$ cat src/rtl/inst_fetch.sv
// inst_fetch: MIPS32 IF stage; owns the PC, fetches over an SRAM-like bus, presents the word to IF/ID
module inst_fetch #(
  parameter logic [31:0] RESET_PC = 32'hBFC0_0000
) (
  input  logic        clk,
  input  logic        rst,
  input  logic [5:0]  stall,
  input  logic        flush,
  input  logic [31:0] new_pc,
  input  logic        branch_flag_i,
  input  logic [31:0] branch_target_i,
  output logic        inst_req,
  output logic [31:0] inst_addr,
  input  logic        inst_addr_ok,
  input  logic        inst_data_ok,
  input  logic [31:0] inst_rdata,
  output logic [31:0] pc_o,
  output logic [31:0] inst_o,
  output logic        adel_o,
  output logic        stallreq_from_if
);
  typedef enum logic [1:0] {REQ, WAIT, DISCARD, DONE} state_e;
  state_e state_q, state_d;
  logic [31:0] pc_q, pc_d, ibuf_q, ibuf_d, br_target_q, br_target_d, next_pc;
  logic br_pending_q, br_pending_d, pc_mis;
  logic unused_stall;
  assign unused_stall = ^{stall[5:2], stall[0]};
  assign pc_mis = |pc_q[1:0];
  assign inst_req = state_q == REQ && !pc_mis;
  assign inst_addr = pc_q;
  assign pc_o = pc_q;
  assign inst_o = state_q == DONE && !pc_mis ? ibuf_q : '0;
  assign adel_o = state_q == DONE && pc_mis;
  assign stallreq_from_if = state_q != DONE;
  // a branch resolving in the advance cycle is taken directly instead of being parked
  assign next_pc = branch_flag_i ? branch_target_i : br_pending_q ? br_target_q : pc_q + 32'd4;
  // next-state, PC, fetch buffer and pending-branch logic; flush overrides normal progress
  always_comb begin
    state_d = state_q;
    pc_d = pc_q;
    ibuf_d = ibuf_q;
    br_pending_d = br_pending_q;
    br_target_d = br_target_q;
    if (branch_flag_i) begin
      br_pending_d = 1'b1;
      br_target_d = branch_target_i;
    end
    if (flush) begin
      pc_d = new_pc;
      br_pending_d = 1'b0;
      case (state_q)
        REQ:           state_d = inst_req && inst_addr_ok ? DISCARD : REQ;
        WAIT, DISCARD: state_d = inst_data_ok ? REQ : DISCARD;
        default:       state_d = REQ;
      endcase
    end else begin
      case (state_q)
        REQ:     state_d = pc_mis ? DONE : inst_addr_ok ? WAIT : REQ;
        WAIT: begin
          state_d = inst_data_ok ? DONE : WAIT;
          ibuf_d = inst_data_ok ? inst_rdata : ibuf_q;
        end
        DISCARD: state_d = inst_data_ok ? REQ : DISCARD;
        default: if (!stall[1]) begin
          state_d = REQ;
          pc_d = next_pc;
          br_pending_d = 1'b0;
        end
      endcase
    end
    if (state_d == REQ && |pc_d[1:0]) state_d = DONE;
  end
  // state and PC registers
  always_ff @(posedge clk) begin
    if (rst) begin
      state_q <= REQ;
      pc_q <= RESET_PC;
      ibuf_q <= '0;
      br_pending_q <= 1'b0;
      br_target_q <= '0;
    end else begin
      state_q <= state_d;
      pc_q <= pc_d;
      ibuf_q <= ibuf_d;
      br_pending_q <= br_pending_d;
      br_target_q <= br_target_d;
    end
  end
endmodule
$ cat config.mk
export PLATFORM = sky130hd
export DESIGN_NAME = inst_fetch
export DESIGN_NICKNAME = d
export VERILOG_FILES = /design/src/rtl/inst_fetch.sv
export SDC_FILE = /design/constraint.sdc
export NUM_CORES = 1
export LEC_CHECK = 0
export CORE_ASPECT_RATIO = 0.6
export CORE_UTILIZATION = 45
export DETAILED_ROUTE_END_ITERATION = 8
export GPL_ROUTABILITY_DRIVEN = 0
export PLACE_DENSITY = 0.81
export SYNTH_ARGS = -nofsm -noshare
export SYNTH_HDL_FRONTEND = slang
export SYNTH_SLANG_ARGS = --single-unit
$ cat constraint.sdc
create_clock -name clk -period 2.1 [get_ports clk]
set_input_delay 0.63 -clock clk [delete_from_list [all_inputs] [get_ports clk]]
set_output_delay 0.63 -clock clk [all_outputs]
set_load 0.01 [all_outputs]
==> results of run 1 <==
==> where the power goes <==
group          switching (µW)  leakage (µW)  internal, µW  total [µW]
clock network             791      0.000142           827        1620
logic                     693       0.00235           779        1470
registers                 140      0.000816          2010        2150
==> cell type report <==
cell class	instances	share of cell area
multi-input cells	526	0.391
repair buffers	258	0.294
flip-flops and latches	99	0.248
clock buffers	9	0.0279
well taps	165	0.0255
clock inverters	7	0.00712
inverters	14	0.00650
==> critical path: cells and delay by family (launching register included) <==
family / cells / cell delay [ns]
simple gates: 1 / 0.16
fa+ha+maj: 1 / 0.16
flops: 1 / 0.36
buf+inv: 2 / 0.41
==> flip-flops by register name, summed over array words and instances, names as in the netlist <==
register	cells
ibuf_q	32
br_target_q	32
inst_addr	32
state_q	2
br_pending_q	1
==> timing repair <==
action	4_1_cts	5_1_grt
cloned	2	0
hold buffers	0	0
pin swaps	2	2
setup buffers	2	0
setup endpoints to repair	41	23
resized for setup	145	19
==> metal layers <==
| metal | share of wire | up-vias | routed length [µm] | track usage |
|---|---|---|---|---|
| met5 | 0 | - | 0 | 0 |
| met4 | 0.0063 | 0 | 116 | 0.0473 |
| met3 | 0.097 | 12 | 1770 | 0.0649 |
| met2 | 0.43 | 297 | 7860 | 0.428 |
| met1 | 0.47 | 2803 | 8560 | 0.406 |
| li1 | - | 2901 | - | - |
==> cells in the final DEF, fill, tap and decap left out, types with 7 or more instances in the layout <==
master	n
mux2i_1	30
dfxtp_1	85
clkdlybuf4s50_1	163
o21ai_0	21
clkbuf_16	9
and3_1	35
nor2_1	60
buf_2	35
o211ai_1	7
nand2_1	119
xor2_1	10
xnor2_1	9
a21oi_1	84
nand4_1	9
buf_4	47
dfxtp_2	13
a221oi_1	9
buf_12	7
nand3_1	19
inv_1	10
==> per-stage QoR <==
step	instance area, µm²	setup TNS, ns	hold slack, ns
finish	8080	0	0.450
global route	8080	-0.0115	0.462
CTS	8100	-0.0719	0.451
detailed placement	7870	-2.52	0.442
global placement	7870	-1.86	0.438
floorplan	5600	0	0.432
==> final timing paths <==
path                                              endpoint  slack, ns  cells past startpoint
worst min-delay path               ibuf_q[27]$_SDFFE_PP0P_       0.45                      2
worst max-delay path                            inst_o[13]       0.03                      4
worst min register to register     ibuf_q[27]$_SDFFE_PP0P_       0.45                      2
worst max register to register  inst_addr[26]$_SDFFE_PP1P_       0.17                      7
==> kinds of logic after synthesis <==
logic type | synth area share
AOI/OAI and AO/OA | 0.196
xor gates and xnor gates | 0.0297
adders and majority gates | 0.0134
buffers and inverters | 0.0902
DFF | 0.354
muxes | 0.0596
and+or+nand+nor | 0.257
==> run metrics, run 1 <==
final hold violations=0; Synth Register Bits=99; synthesized instance count=slightly above 700; Critical Path Source=state_q[1]$_SDFF_PP0_; HP Start=ibuf_q[27]$_SDFFE_PP0P_; Synth Area per Inst=about 7.7 µm²; number of enable flip-flop cells after synthesis=0; critical path data arrival time=about 1.4 ns; Post-Route WL=between 15 and 20 mm; Netlist Area Pre-Place=between 5000 and 6000 µm²; crit-path cells=ha_4 > bufbuf_16 > and3_1 > buf_2; commonest cells in the netlist=nand2_1, dfxtp_1, a21oi_1, nor2_1, clkbuf_1; Final setup viols=0; Critical Path End Type=primary output; Post-synth top flop=dfxtp_1; Layout fillers=about 1,100; Pleak=0.00331 µW; slowest cell on the critical path=dfxtp_4; dpl cells=between 1,000 and 1,500; Setup Skew=roughly 0.0085 ns; fin nets=~1,000; Worst R2R Start=inst_addr[2]$_SDFFE_PP0P_; Slew HR=0.708; number of vias per cell=5.58; Max Slew Vio Count=0; fmax=slightly below 500 MHz; Multi-input gate area=roughly 3200 µm²; Critical Path RT=1.47 ns; HP Class=reg -> reg; ys async rst share=0; share of the synthesized area in the top cell type=0.354; Initial DRT Pass Iterations=6; Clock Sinks=99; pwr dens=roughly 650 nW/µm²; CTS H-tree lvls=3; library cells used by synthesis=63; residual DRC count=0; number of global-route vias before repair=5,389; VDD IR max=0.471 mV; post-layout worst setup margin=approximately 0.032 ns; HPWL after DPL=roughly 13 mm; CP Max Fanout=16; ranking of synthesized cells by area=dfxtp_1, nand2_1, a21oi_1; RSZ-0062 raised after global routing=yes; pre-CTS setup slack=-0.284 ns; Post-Syn Nets=approximately 840; register area share after synthesis=0.354; antenna-violating nets left=0; DR vias=6,013; Iteration-0 DRC Markers=between 500 and 600; WL/cell=roughly 17 µm; fin cells=around 1,100; CTS tree=done; Tmin final=slightly above 2 ns; layout cell share with drive strength beyond 1=0.161; number of port buffers=201; worst skew pair latency=0.34 ns; startpoint types=flip-flop; CP max stage delay=around 0.36 ns; synthesis warning total=0; antenna violations before repair=0; ant diodes=0; DIE AREA=12,900 µm²; synthesis-to-finish area growth=44.3%; Tot Pwr=around 5200 µW; post-route clock period utilization=0.985; Initial Utilization=0.463; final core utilization=0.668; most numerous cell in the Yosys netlist=nand2_1; Worst Max-Slew Pin Slew=0.438 ns; Die H=88.4 µm; # rows=31; Seq. cell area=2000 µm²; Core Region=12,100 µm²; die width=146 µm; Yosys top cell by area=dfxtp_1; global-route wire length before repair=about 28 mm; io pins=207; Clock Path Buffers=2; Clock Pin Slew Worst Setup and Hold Paths=0.07 ns; kind of critical path=reg -> out; outcome=finished, final reports clean; CTS Buf Count=9; Total Routing Usage GR=0.280; maxcap violations=0; CTS Root Cell=clkbuf_16; grt ovf=0; largest net degree at the start of global routing=36
(Power assumes the default switching activity.)
==> inputs of run 2 (changes only) <==
--- a/config.mk
+++ b/config.mk
@@ -10,6 +10,7 @@
 export DETAILED_ROUTE_END_ITERATION = 8
 export GPL_ROUTABILITY_DRIVEN = 0
 export PLACE_DENSITY = 0.81
+export SKIP_LAST_GASP = 1
 export SYNTH_ARGS = -nofsm -noshare
 export SYNTH_HDL_FRONTEND = slang
 export SYNTH_SLANG_ARGS = --single-unit
==> run metrics, run 2 (synthesis gave the netlist of run 1 again) <==
ant diodes=0; CP Max Fanout=16; Worst R2R Start=inst_addr[2]$_SDFFE_PP0P_; Core Region=approximately 12,000 µm²; Die H=a little under 90 µm; Hold Path Depth=2; CTS Buf Count=9; commonest non-fill, non-tap cells in the layout=clkdlybuf4s50_1, nand2_1, dfxtp_1; DR vias=slightly above 6,000; HP Class=reg -> reg; HPWL after DPL=approximately 13 mm; kind of critical path=reg -> out; RR Endpoint=inst_addr[26]$_SDFFE_PP1P_; number of vias per cell=approximately 5.6; synthesis-to-finish area growth=44.6%; Clock Pin Slew Worst Setup and Hold Paths=approximately 0.07 ns; antenna violations before repair=0; # rows=31; commonest non-fill, non-tap cell in the layout=clkdlybuf4s50_1; Pleak=around 0.0033 µW; layout cell share with drive strength beyond 1=0.161; post-route clock period utilization=0.985; worst skew pair latency=~0.35 ns; RSZ-0062 raised after global routing=yes; Clock Sinks=just under 100; dpl cells=approximately 1,100; DIE AREA=around 13,000 µm²; fin nets=between 1,000 and 1,500; global-route wire length before repair=roughly 29 mm; FF-to-FF path depth=7; Layout fillers=1,080; VDD IR max=roughly 0.48 mV; Total Routing Usage GR=0.280; Iteration-0 DRC Markers=between 600 and 700; Tmin final=2.07 ns; Slew HR=0.715; Setup Skew=roughly 0.0094 ns; Final setup viols=0; Clock Path Buffers=2; outcome=finished, final reports clean; Max Slew Vio Count=0; Critical Path End Type=primary output; CTS Root Cell=clkbuf_16; CTS tree=done; Hold Path End=ibuf_q[27]$_SDFFE_PP0P_; fin cells=1,079; Initial Utilization=0.463; io pins=around 210; fmax=around 480 MHz; worst reg-to-reg setup slack=roughly 0.16 ns; critical path data arrival time=around 1.4 ns; grt ovf=0; Post-Route WL=between 15 and 20 mm; final hold violations=0; Critical Path RT=roughly 1.5 ns; startpoint types=flip-flop; die width=146 µm; antenna-violating nets left=0; WL/cell=between 15 and 20 µm; residual DRC count=0; Initial DRT Pass Iterations=6; final core utilization=0.669; number of port buffers=approximately 200; pwr dens=approximately 650 nW/µm²; CTS H-tree lvls=3; Worst Max-Slew Pin Slew=0.423 ns; largest net degree at the start of global routing=36; number of global-route vias before repair=around 5,400; HP Start=ibuf_q[27]$_SDFFE_PP0P_; maxcap violations=0
-- run 2: area by class of cell --
type,instances,area (µm²),share of cell area
multi-input cells,526,3160,0.390
repair buffers,259,2400,0.296
flip-flops and latches,99,2000,0.247
clock buffers,9,225,0.0278
well taps,165,206,0.0255
clock inverters,7,57.6,0.00710
inverters,14,52.6,0.00649
-- run 2: worst max-delay path by stage --
| stage | slack (ns) | startpoint | end | cells after the start |
|---|---|---|---|---|
| after detailed placement | -0.28 | stall[1] | inst_addr[19]$_SDFFE_PP0P_ | 5 |
| after global routing | -0.007 | state_q[1]$_SDFF_PP0_ | inst_o[10] | 5 |
| after floorplan | 0.18 | branch_flag_i | br_target_q[0]$_SDFFE_PP0P_ | 5 |
| after global placement | -0.22 | stall[1] | inst_addr[19]$_SDFFE_PP0P_ | 5 |
| after CTS | -0.11 | state_q[1]$_SDFF_PP0_ | inst_o[26] | 4 |
| final | 0.03 | state_q[1]$_SDFF_PP0_ | inst_o[13] | 4 |
-- run 2: metal layers --
layer	routed length [µm]	GRT usage	part of all wire
met5	0	0	0
met4	112	0.0473	0.0061
met2	7960	0.428	0.43
met1	8410	0.407	0.46
met3	1820	0.0655	0.099
-- run 2: timing repair --
item | CTS | global route
gates resized for setup | 93 | 53
endpoints found under the setup margin | 41 | 39
hold buffers | 0 | 0
pin swaps | 2 | 2
setup buffers | 2 | 0
cloned | 2 | 0
-- run 2: through the flow --
stage                     setup slack [ns]  area (µm²)  total power [µW]  setup TNS (ns)  hold WS (ns)
after floorplan                      0.180        5600              2870               0         0.432
after CTS                           -0.112        8160              5250           -1.67         0.451
after global routing              -0.00697        8100              5490         -0.0362         0.462
final                               0.0324        8100              5260               0         0.450
after detailed placement            -0.284        7870              3570           -2.52         0.442
after global placement              -0.225        7870              3550           -1.86         0.438
-- run 2: where the power goes --
group / leakage [µW] / switching [µW] / internal [µW]
logic: 0.00234 / 694 / 793
registers: 0.000816 / 139 / 2010
clock network: 0.000142 / 790 / 827
-- run 2: worst max-delay path, cell delays in order, from the launching register on --
cell       delay, ns
dfxtp_4         0.36
ha_4            0.16
bufbuf_16       0.27
and3_4          0.16
buf_2           0.14
==> inputs of run 3 (changes only) <==
==> constraint.sdc (replaced) <==
create_clock -name clk -period 1.95 [get_ports clk]
set_input_delay 0.585 -clock clk [delete_from_list [all_inputs] [get_ports clk]]
set_output_delay 0.585 -clock clk [all_outputs]
set_load 0.01 [all_outputs]
==> run metrics, run 3 (synthesis gave the netlist of run 1 again) <==
CP Max Fanout=7; Critical Path End Type=primary output; Slew HR=0.704; CTS H-tree lvls=3; Max Slew Vio Count=0; VDD IR max=0.434 mV; Clock Path Buffers=2; CTS Buf Count=9; DR vias=roughly 6,000; Worst Max-Slew Pin Slew=between 0.4 and 0.5 ns; global-route wire length before repair=29.2 mm; Clock Pin Slew Worst Setup and Hold Paths=0.07 ns; Setup Skew=between 0.01 and 0.015 ns; Initial DRT Pass Iterations=5; Post-Route WL=about 19 mm; largest net degree at the start of global routing=just over 40; synthesis-to-finish area growth=52.8%; io pins=approximately 210; Initial Utilization=0.463; fin nets=between 1,000 and 1,500; commonest non-fill, non-tap cell in the layout=clkdlybuf4s50_1; number of vias per cell=around 5.6; Tmin final=between 2 and 2.5 ns; Die H=approximately 88 µm; failing checks=negative setup slack; Setup TNS Final=-1.17 ns; startpoint types=flip-flop; commonest non-fill, non-tap cells in the layout=clkdlybuf4s50_1, nand2_1, a21oi_1; antenna violations before repair=1; HPWL after DPL=~13 mm; # rows=31; outcome=complete, but fails checks; grt ovf=0; maxcap violations=0; Pleak=about 0.0036 µW; post-layout worst setup margin=-0.0625 ns; kind of critical path=reg -> out; fmax=around 500 MHz; layout cell share with drive strength beyond 1=0.216; number of global-route vias before repair=between 5,000 and 6,000; CTS Root Cell=clkbuf_16; critical path data arrival time=~1.4 ns; pwr dens=between 600 and 700 nW/µm²; WL/cell=between 15 and 20 µm; Iteration-0 DRC Markers=between 500 and 600; Core Region=between 10,000 and 15,000 µm²; worst skew pair latency=0.35 ns; Clock Sinks=99; post-route clock period utilization=1.03; die width=about 150 µm; final hold violations=0; Final setup viols=27; Total Routing Usage GR=0.288; RSZ-0062 raised after global routing=yes; HP Class=reg -> reg; CTS tree=done; number of port buffers=between 200 and 250; Critical Path RT=roughly 1.4 ns; residual DRC count=0; DIE AREA=around 13,000 µm²; antenna-violating nets left=0; final core utilization=0.707
## run 3: cell count changes in the layout (fill, tap and decap cells not counted), moves of 14 or more
cell / previous run / this run
clkdlybuf4s50_1: 163 / 137
dlygate4sd2_1: 0 / 20
buf_6: 2 / 20
clkbuf_2: 19 / 1
buf_4: 47 / 64
dfxtp_1: 85 / 71
## run 3: final timing paths
kind	from	depth (start not counted)	end	slack (ns)
hold reg to reg	ibuf_q[21]$_SDFFE_PP0P_	2	ibuf_q[21]$_SDFFE_PP0P_	0.45
hold / removal	ibuf_q[21]$_SDFFE_PP0P_	2	ibuf_q[21]$_SDFFE_PP0P_	0.45
setup / recovery	state_q[0]$_SDFF_PP0_	5	inst_o[18]	-0.06
setup reg to reg	state_q[0]$_SDFF_PP0_	8	state_q[1]$_SDFF_PP0_	0.15
## run 3: report_power, final
part	internal, µW	leakage (µW)	switching (µW)	total (µW)
Clock	915	0.000143	826	1740
Combinational	934	0.00265	805	1740
Sequential	2170	0.000820	140	2310
Total	4020	0.00361	1770	5790
## run 3: final cells by class
class / instances / area [µm²]
repair buffers: 284 / 2730
fillers: 1007 / 3540
clock buffers: 10 / 239
multi-input cells: 526 / 3240
inverters: 14 / 55.1
flip-flops and latches: 99 / 2030
diodes: 1 / 2.50
well taps: 165 / 206
clock inverters: 6 / 48.8
## run 3: worst max-delay path: stages (launching register included)
cell and delay, ns:
dfxtp_2 0.34, ha_4 0.20, buf_12 0.14, buf_12 0.12, and3_1 0.15, buf_2 0.14
## run 3: repair_timing
item / in CTS / in global routing
endpoints found under the hold margin: 0 / 0
endpoints found under the setup margin: 85 / 64
pin swaps: 2 / 5
hold buffers: 0 / 0
cloned: 4 / 0
buffers inserted: 5 / 3
resized for setup: 190 / 66
## run 3: per-stage QoR
step                total power (µW)  setup slack (ns)  cells  instance area (µm²)  hold WS (ns)
floorplan                       3090            0.0392    725                 5600         0.432
global placement                3840            -0.256   1076                 7980         0.437
detailed placement              3870            -0.298   1076                 7980         0.442
CTS                             5730           -0.0842   1101                 8300         0.451
global route                    6050            -0.113   1105                 8560         0.473
finish                          5790           -0.0625   1105                 8560         0.451
## run 3: layer usage
layer,wire [µm],vias up,track usage,share of wire
met2,8180,298,0.431,0.43
met1,8640,2869,0.413,0.46
met3,1910,19,0.0794,0.10
li1,-,2960,-,-
met4,181,0,0.0616,0.0096
met5,0,-,0,0
